==> src/rtl/regfile_sb.sv <==
// regfile_sb: parametrised two-read / one-write register file with
// same-cycle write forwarding and a per-register pending-write scoreboard.
// Optional feature macro: REGF_ZERO_REG_EN (register 0 hardwired to zero,
// never forwarded, never marked busy).
module regfile_sb #(
   parameter  int REGF_WIDTH = 16,
   parameter  int REGF_DEPTH = 4,
   localparam int ADDR_W     = $clog2(REGF_DEPTH)
) (
   input  logic                  clk,
   input  logic                  rst,
   input  logic                  we,
   input  logic [ADDR_W-1:0]     rd,
   input  logic [REGF_WIDTH-1:0] alu_input,
   input  logic [ADDR_W-1:0]     rs1,
   input  logic [ADDR_W-1:0]     rs2,
   output logic [REGF_WIDTH-1:0] reg_out_op1,
   output logic [REGF_WIDTH-1:0] reg_out_op2,
   input  logic                  alloc_en,
   input  logic [ADDR_W-1:0]     alloc_rd,
   output logic                  rs1_busy,
   output logic                  rs2_busy,
   output logic [REGF_DEPTH-1:0] busy_vec
);

`ifdef REGF_ZERO_REG_EN
   localparam int FIRST_REG = 1;
`else
   localparam int FIRST_REG = 0;
`endif

   logic [REGF_WIDTH-1:0] r_regs [REGF_DEPTH];
   logic [REGF_DEPTH-1:0] r_busy;

   logic [REGF_WIDTH-1:0] w_rdData1;
   logic [REGF_WIDTH-1:0] w_rdData2;
   logic                  w_hit1;
   logic                  w_hit2;
   logic                  w_busyRaw1;
   logic                  w_busyRaw2;
   logic                  w_wrMatch1;
   logic                  w_wrMatch2;

   // Register storage: cleared by reset, written at rd when we is high.
   // Addresses with no matching register (or register 0 when hardwired)
   // are simply never written, so they keep their reset value.
   always_ff @(posedge clk or negedge rst) begin
      if (!rst) begin
         for (int i = 0; i < REGF_DEPTH; i++) begin
            r_regs[i] <= '0;
         end
      end else begin
         for (int i = FIRST_REG; i < REGF_DEPTH; i++) begin
            if (we && (rd == ADDR_W'(i))) begin
               r_regs[i] <= alu_input;
            end
         end
      end
   end

   // Scoreboard: alloc marks a register pending, write-back clears it; a new
   // producer on the same register supersedes the one completing, so set wins.
   always_ff @(posedge clk or negedge rst) begin
      if (!rst) begin
         r_busy <= '0;
      end else begin
         for (int i = FIRST_REG; i < REGF_DEPTH; i++) begin
            if (alloc_en && (alloc_rd == ADDR_W'(i))) begin
               r_busy[i] <= 1'b1;
            end else if (we && (rd == ADDR_W'(i))) begin
               r_busy[i] <= 1'b0;
            end
         end
      end
   end

   // Read muxes built as an explicit match so out-of-range addresses give 0
   // and never index past the array; the hit flag also gates forwarding.
   always_comb begin
      w_rdData1  = '0;
      w_rdData2  = '0;
      w_hit1     = 1'b0;
      w_hit2     = 1'b0;
      w_busyRaw1 = 1'b0;
      w_busyRaw2 = 1'b0;
      for (int i = FIRST_REG; i < REGF_DEPTH; i++) begin
         if (rs1 == ADDR_W'(i)) begin
            w_rdData1  = r_regs[i];
            w_hit1     = 1'b1;
            w_busyRaw1 = r_busy[i];
         end
         if (rs2 == ADDR_W'(i)) begin
            w_rdData2  = r_regs[i];
            w_hit2     = 1'b1;
            w_busyRaw2 = r_busy[i];
         end
      end
   end

   // Forwarding and ready logic: data being written this cycle is visible
   // immediately and counts as ready; forwarding is held off during reset.
   always_comb begin
      w_wrMatch1  = we && (rd == rs1);
      w_wrMatch2  = we && (rd == rs2);
      reg_out_op1 = (rst && w_hit1 && w_wrMatch1) ? alu_input : w_rdData1;
      reg_out_op2 = (rst && w_hit2 && w_wrMatch2) ? alu_input : w_rdData2;
      rs1_busy    = w_busyRaw1 && !w_wrMatch1;
      rs2_busy    = w_busyRaw2 && !w_wrMatch2;
      busy_vec    = r_busy;
   end

endmodule

==> config.mk <==
export PLATFORM = sky130hd
export DESIGN_NAME = regfile_sb
export DESIGN_NICKNAME = d
export VERILOG_FILES = /design/src/rtl/regfile_sb.sv
export SDC_FILE = /design/constraint.sdc
export NUM_CORES = 1
export LEC_CHECK = 0
export CAP_MARGIN = 5
export CORE_MARGIN = 3
export CORE_UTILIZATION = 30
export CTS_CLUSTER_SIZE = 12
export DETAILED_ROUTE_END_ITERATION = 12
export GPL_TIMING_DRIVEN = 0
export PLACE_DENSITY = 0.58
export REMOVE_ABC_BUFFERS = 1
export SETUP_SLACK_MARGIN = 0.1
export SYNTH_ARGS = -nofsm -noshare
export SYNTH_HDL_FRONTEND = slang
export SYNTH_SLANG_ARGS = --single-unit
==> constraint.sdc <==
create_clock -name clk -period 1.7 [get_ports clk]
set_input_delay 0.34 -clock clk [delete_from_list [all_inputs] [get_ports clk]]
set_output_delay 0.34 -clock clk [all_outputs]
set_load 0.1 [all_outputs]
# Yosys cells after proc, flatten, opt, wreduce, memory -nomap -nowiden
# Cells that the tools add are included.
[word_totals] ff_bits=68 in_bits=28 word_cells=82
[classes] n_eq_ne=14 muxes=34 n_reduce_logical=26
[ops] op="16-bit 2-to-1 mux" count=10
[ops] op="1-bit 2-to-1 mux" count=24
[ops] op="2-bit == test (second input constant)" count=8
[ops] op="1-bit logical AND" count=16
[ops] op="2-bit by 1-bit == test with 1-bit output (second input constant)" count=4
[ops] op="2-bit zero test" count=4
[ops] op="2-bit nonzero test" count=4
[ops] op="2-bit == test" count=2
[ops] op="1-bit zero test" count=2

# Depth between registers and ports, before layout
# Gate-level depths: netlist (run 1).
[depth] word_depth=8 depth_mapped=5 mapped_depth_nobuf=3

# Worst setup path before layout (run 1)
# No wires, ideal clock.
[synth_path] path_kind="register to output" start="reg r_busy[1] (netlist: busy_vec[1])" end="out rs1_busy" arrival_ns=3.520 slack_ns=-2.160 path_stages_with_launch=3 n_path_buf=0 path_cell_list="dfrtp_1 > mux4_2 > a21boi_0"
[synth_via] elab_chain_cells=4
[synth_rtl] element="start, declared" line="33" rtl="logic [REGF_DEPTH-1:0] r_busy;"
[synth_rtl] element="start signal, assigned" line="65" rtl="r_busy <= '0;"
[synth_rtl] element="start signal, assigned by index" line="69" rtl="r_busy[i] <= 1'b1;"
[synth_rtl] element="start signal, assigned by index" line="71" rtl="r_busy[i] <= 1'b0;"
[synth_rtl] element="1-bit 2-to-1 mux (3 in series)" line="87" rtl="if (rs1 == ADDR_W'(i)) begin"
[synth_rtl] element="1-bit logical AND" line="107" rtl="rs1_busy = w_busyRaw1 && !w_wrMatch1;"
[synth_rtl] element="end, declared" line="21" rtl="output logic rs1_busy,"
# No other way between the ends.

# Worst setup path after layout (run 1)
[layout_path] start="reg r_regs[15] (netlist name)" end="out reg_out_op2[15]"
[layout_via] elab_chain_cells=2
[layout_rtl] element="start, declared" line="32" rtl="logic [REGF_WIDTH-1:0] r_regs [REGF_DEPTH];"
[layout_rtl] element="start signal, assigned by index" line="55" rtl="r_regs[i] <= alu_input;"
[layout_rtl] element="16-bit 2-to-1 mux" line="92" rtl="if (rs2 == ADDR_W'(i)) begin"
[layout_rtl] element="16-bit 2-to-1 mux" line="106" rtl="reg_out_op2 = (rst && w_hit2 && w_wrMatch2) ? alu_input : w_rdData2;"
[layout_rtl] element="end, declared" line="18" rtl="output logic [REGF_WIDTH-1:0] reg_out_op2,"
# No other way between the ends.

==> results of run 1 <==
-- timing repair --
action                                  in CTS  in global routing
pin swaps                                    3                  3
resized for setup                          420                 10
endpoints found under the setup margin     106                 34
gates cloned                                 5                  0
hold endpoints to repair                    68                  0
buffers inserted                            17                  6
hold buffers                                 2                  0
-- final timing paths --
kind | slack (ns) | from | endpoint | cells past startpoint
setup / recovery | -0.32 | r_regs[15] | reg_out_op2[15] | 3
hold / removal | 0.52 | r_regs[43] | r_regs[43] | 1
setup reg to reg | 0.80 | r_regs[7] | r_regs[7] | 2
hold reg to reg | 0.52 | r_regs[43] | r_regs[43] | 1
max in group asynchronous | 0.53 | rst | r_regs[24] | 2
min in group asynchronous | 0.66 | rst | r_regs[28] | 2
-- worst reg2reg max path: stages, from the launching register on --
cell,delay [ns]
dfrtp_1,0.39
buf_4,0.14
mux2_2,0.26
-- final cells by class --
class | count | share of cell area [%]
multi-input combinational | 154 | 37.8
sequential | 68 | 28.5
timing repair buffer | 96 | 25.0
clock buffer | 12 | 4.30
tap | 172 | 3.61
clock inverter | 2 | 0.588
inverter | 2 | 0.126
-- through the flow --
| stage | instance area [sq um] | std cells | utilization, % | setup TNS [ns] |
|---|---|---|---|---|
| 2_1_floorplan | 3840 | 224 | - | -14.70 |
| 4_1_cts | 5860 | 500 | 45.5 | -9.74 |
| 5_1_grt | 5960 | 506 | 46.3 | -10.93 |
| 6_report | 5960 | 506 | 46.3 | -9.44 |
| 3_3_place_gp | 4710 | 461 | 36.6 | -341.44 |
| 3_5_place_dp | 4730 | 462 | 36.7 | -141.52 |
-- flip-flops by register name, indices dropped and copies added, names as in the netlist --
signal / flops
busy_vec: 4
r_regs: 64
-- layer usage --
layer,vias to the layer above,part of all wire [%]
met4,0,1.1
met5,-,0
li1,1112,-
met2,56,52
met1,1306,43
met3,8,4.5
-- cell usage in the layout (no fill, tap or decap), types with 3 or more instances in the layout --
cell type	count
mux2_2	64
clkbuf_16	9
o21ai_0	3
clkdlybuf4s50_1	19
buf_12	38
nand2_1	4
dfrtp_1	68
buf_6	6
mux2_4	32
buf_16	8
mux4_2	34
buf_4	17
xor2_4	4
-- power by group through the flow --
stage / Clock, mW / Combinational [mW] / Sequential (mW)
final: 1.83 / 4.02 / 2.14
after global routing: 1.96 / 4.16 / 2.18
after CTS: 1.87 / 4.00 / 2.13
after detailed placement: 0 / 3.25 / 2.16
after global placement: 0 / 3.23 / 2.13
after floorplan: 0 / 2.45 / 2.20
-- kinds of logic (layout without fill, tap and decap cells) --
logic type | Yosys count | count (layout) | share of synthesized area (%)
simple gates | 14 | 14 | 2.88
buf+inv | 19 | 112 | 4.90
xor+xnor | 4 | 4 | 1.24
flops | 68 | 68 | 42.2
mux | 130 | 130 | 47.9
compound gates | 6 | 6 | 0.899
==> flow_summary.ini, run 1 <==
[clocking]
cts_max_level = 3
cts_tree = yes
clock_path_buffers = 2
cts_root_buf = clkbuf_16
clk_pin_slew_ns = 0.06
insertion_delay_ns = 0.32
cts_buffers = 9
clock-sinks = 68

[floorplanning]
coreArea_sq_mm = 0.0129
die_area_sq_mm = 0.0149
fp.dieW_microns = 122
num_io_pins = 66
die_h_microns = 122
initial_core_util_pct = 31.3
rows = 41

[layout]
nNetsFinal = 359
regArea_sq_mm = 0.00170
area_delta_synth_final_pct = 47.8
multi_input_area_sq_mm = 0.00225
num-fill-cells = 1088
diodes = 0
drive_above_1_share_pct = 69.2

[worst_setup_path]
crit_path_top_delay_cell = mux4_2
path_class = register to output pin
cp-start-kind = register
critPathMaxFanout = 3
critPathMaxStageDelay_ns = 0.49
required_ns = 1.36
endpoint_kind = output pin
path_buf_inv = 1
cp_top_family = multiplexers
worstPathCellList = mux4_2, mux2_4, buf_12
crit_arrival_ns = 1.68

[global_route]
grt_use_total_pct = 14.9
met1_usage_pct = 18.8
grt_max_degree = 35
grt-busiest-layer = met2
use_met2_pct = 25.7
grt_antenna_before_repair = 0
gr-total-overflow = 0
grt_pass1_wl_mm = 16.2
met3_usage_pct = 3.39
grt_pass1_vias = 2753

[route]
vias_per_cell = 4.91
drc = 0
antenna_left = 0
finalWirelength_mm = 10.4
wl_per_cell_microns = 20.6
routed-via-count = 2482
first_pass_iters = 4
drt-initial-drc-count = 87

[sta]
post-route-min-period_ns = 2.02
setup_ws_ns = -0.325
tightest_slew_ns = 0.827
slew-limit-headroom_pct = 44.7
rsz0062_at_grt = yes
setup_viol = 34
fmax_ghz = 0.494
hold_viol_final = 0
period_share_pct = 119
holdWs_ns = 0.523
skew_ns = 0
slew_violations = 0

[worst_hold_path]
min_path_type = register to register

[logic_synthesis]
synth-seq-area-share_pct = 42.2
synth_commonest_cells = mux2_2, dfrtp_1, mux4_2
synth_cell_types = 23
syn_inst = 241
ys_ff_latch = 68
synth_top_area_share_pct = 42.2
synth.largest_area_cell = dfrtp_1
ys_warn_count = 0
mappedNetlistArea_sq_mm = 0.00404
avgSynthCellArea_sq_um = 16.7
yosysMostFrequentCell = mux2_2
synthTopCellsByArea = dfrtp_1, mux2_2, mux4_2
synthArstFlopShare_pct = 100
synth_edf_count = 0
synth_flop_cell = dfrtp_1

[placement]
place_ws_ns = -3.07
dp_hpwl_mm = 5.87
numPortBuffers = 65
globalplace.congestion = 0.713

[run_status]
status = finished, violations left
violations = setup timing

[pwr]
p_comb_share_pct = 50.3
power_mw = 8.00
power.switching_mw = 3.11
peakVddDrop_mv = 0.659
power_density_mw_per_mm2 = 1340
power.leakage_nw = 2.48
p_int_mw = 4.89
p_sw_share_pct = 38.8
clkPwrFrac_pct = 22.9
seqPwrFrac_pct = 26.8

[flow_run]
maxCapViolCount = 0
Note: power is estimated with default switching activity, not from simulation.
==> inputs of run 2 (changes only) <==
--- a/config.mk
+++ b/config.mk
@@ -7,6 +7,6 @@
 export LEC_CHECK = 0
 export CAP_MARGIN = 5
-export CORE_MARGIN = 3
 export CORE_UTILIZATION = 30
+export CTS_BUF_LIST = sky130_fd_sc_hd__clkbuf_4 sky130_fd_sc_hd__clkbuf_8
 export CTS_CLUSTER_SIZE = 12
 export DETAILED_ROUTE_END_ITERATION = 12
==> constraint.sdc (replaced) <==
create_clock -name clk -period 1.7 [get_ports clk]
set_input_delay 0.34 -clock clk [delete_from_list [all_inputs] [get_ports clk]]
set_output_delay 0.34 -clock clk [all_outputs]
set_load 0.05 [all_outputs]
==> run 2 against run 1 <==
Compared with the run above:
- the flow still finishes with violations (setup timing)
- sequential share of layout area up 2.9 points
- register-to-register slack about the same
- sequential power about the same
- flip-flop and latch count unchanged
==> flow_summary.ini, run 2 (synthesis results as in run 1) <==
[clocking]
cts_max_level = 3
clock-sinks = 68
cts_buffers = 9
cts_tree = yes
cts_root_buf = clkbuf_8
clock_path_buffers = 2
insertion_delay_ns = 0.34
clk_pin_slew_ns = 0.07

[sta]
setup_viol = 34
skew_ns = 0
post-route-min-period_ns = 2.01
setup_ws_ns = -0.309
tightest_slew_ns = 0.608
slew-limit-headroom_pct = 59.3
slew_violations = 0
hold_viol_final = 0
holdWs_ns = 0.526
period_share_pct = 118
fmax_ghz = 0.498
rsz0062_at_grt = yes

[global_route]
grt_max_degree = 35
gr-total-overflow = 0
grt_pass1_wl_mm = 14.6
grt_antenna_before_repair = 1
grt_pass1_vias = 2646
grt_use_total_pct = 14.1

[route]
first_pass_iters = 4
drc = 0
drt-initial-drc-count = 67
routed-via-count = 2396
finalWirelength_mm = 9.25
antenna_left = 0
wl_per_cell_microns = 18.5
vias_per_cell = 4.78

[floorplanning]
rows = 42
num_io_pins = 66
coreArea_sq_mm = 0.0132
die_h_microns = 118
initial_core_util_pct = 30.6
fp.dieW_microns = 118
die_area_sq_mm = 0.0139

[worst_setup_path]
cp-start-kind = register
path_class = register to output pin
worstSetupStartpoint = r_regs[2]
r2r-start = r_regs[11]
required_ns = 1.36
endpoint_kind = output pin
crit_arrival_ns = 1.67
critPathMaxFanout = 3

[layout]
num-fill-cells = 1180
final_cell_area_sq_mm = 0.00542
final_cell_mix = mux2_2, dfrtp_1, mux4_2, buf_6, mux2_4
drive_above_1_share_pct = 68.6
largest_register = r_regs
multi_input_area_sq_mm = 0.00219
nNetsFinal = 348
largest_reg_flops = 64
regArea_sq_mm = 0.00170
fin_cells = 501
area_delta_synth_final_pct = 34.3
diodes = 0
final_common_cell = mux2_2

[pwr]
peakVddDrop_mv = 0.447
power.leakage_nw = 2.21
power_density_mw_per_mm2 = 1140
power_mw = 6.16

[placement]
numPortBuffers = 65
place_area_sq_mm = 0.00474
placedCellCount = 466
place_ws_ns = -2.62
globalplace.congestion = 0.713
dp_hpwl_mm = 5.46

[run_status]
violations = setup timing
status = finished, violations left

[worst_hold_path]
min_path_type = register to register
worstHoldStart = r_regs[9]

[flow_run]
maxCapViolCount = 0
-- run 2: cell count changes in the layout (fill, tap and decap cells not counted), moves of 3 or more --
cell	delta
buf_4	-12
clkdlybuf4s15_2	+4
buf_8	+7
clkbuf_16	-9
mux2_2	+6
buf_16	-3
buf_6	+27
clkinvlp_4	+4
buf_12	-33
clkbuf_8	+9
mux2_4	-6
-- run 2: repair_timing --
item | CTS | global route
hold endpoints to repair | 68 | 0
setup buffers | 10 | 3
hold buffers | 3 | 0
pin swaps | 2 | 0
cloned | 3 | 0
resized for setup | 329 | 11
setup endpoints to repair | 106 | 34
-- run 2: worst paths after layout --
kind | slack, ns | cells past startpoint | to
setup / recovery | -0.31 | 3 | reg_out_op2[2]
hold / removal | 0.53 | 1 | r_regs[9]
setup reg to reg | 0.81 | 2 | r_regs[11]
hold reg to reg | 0.53 | 1 | r_regs[9]
max in group asynchronous | 0.91 | 2 | r_regs[17]
min in group asynchronous | 0.57 | 3 | r_regs[26]
-- run 2: layer usage --
layer  track usage (%)  part of all wire [%]
met5                 0                  0.15
met2              25.5                    52
met3              2.91                   4.2
met1              16.1                    42
met4              5.93                   1.9
-- run 2: area by class of cell --
type	count	area share [%]
clock buffers	11	2.79
clock inverters	5	1.11
inverters	2	0.139
multi-input cells	154	40.5
flip-flops and latches	68	31.4
well taps	176	4.06
repair buffers	85	20.0
-- run 2: power by group --
group          leakage, nW  internal (mW)  switching [mW]  total [mW]
Combinational         1.32           1.34            1.32        2.66
Sequential           0.803           1.92           0.203        2.13
Clock               0.0938          0.757           0.613        1.37
Total                 2.21           4.02            2.14        6.16
-- run 2: metrics by stage --
step | TNS (ns) | utilization (%)
after floorplan | -9.57 | -
after global placement | -324.58 | 35.8
after detailed placement | -125.54 | 35.9
after CTS | -9.82 | 40.5
after global routing | -10.78 | 41.1
final | -9.22 | 41.1
-- run 2: worst max-delay path: stages (launching register included) --
cell     delay (ns)
dfrtp_1        0.40
mux4_2         0.49
mux2_4         0.30
buf_8          0.15
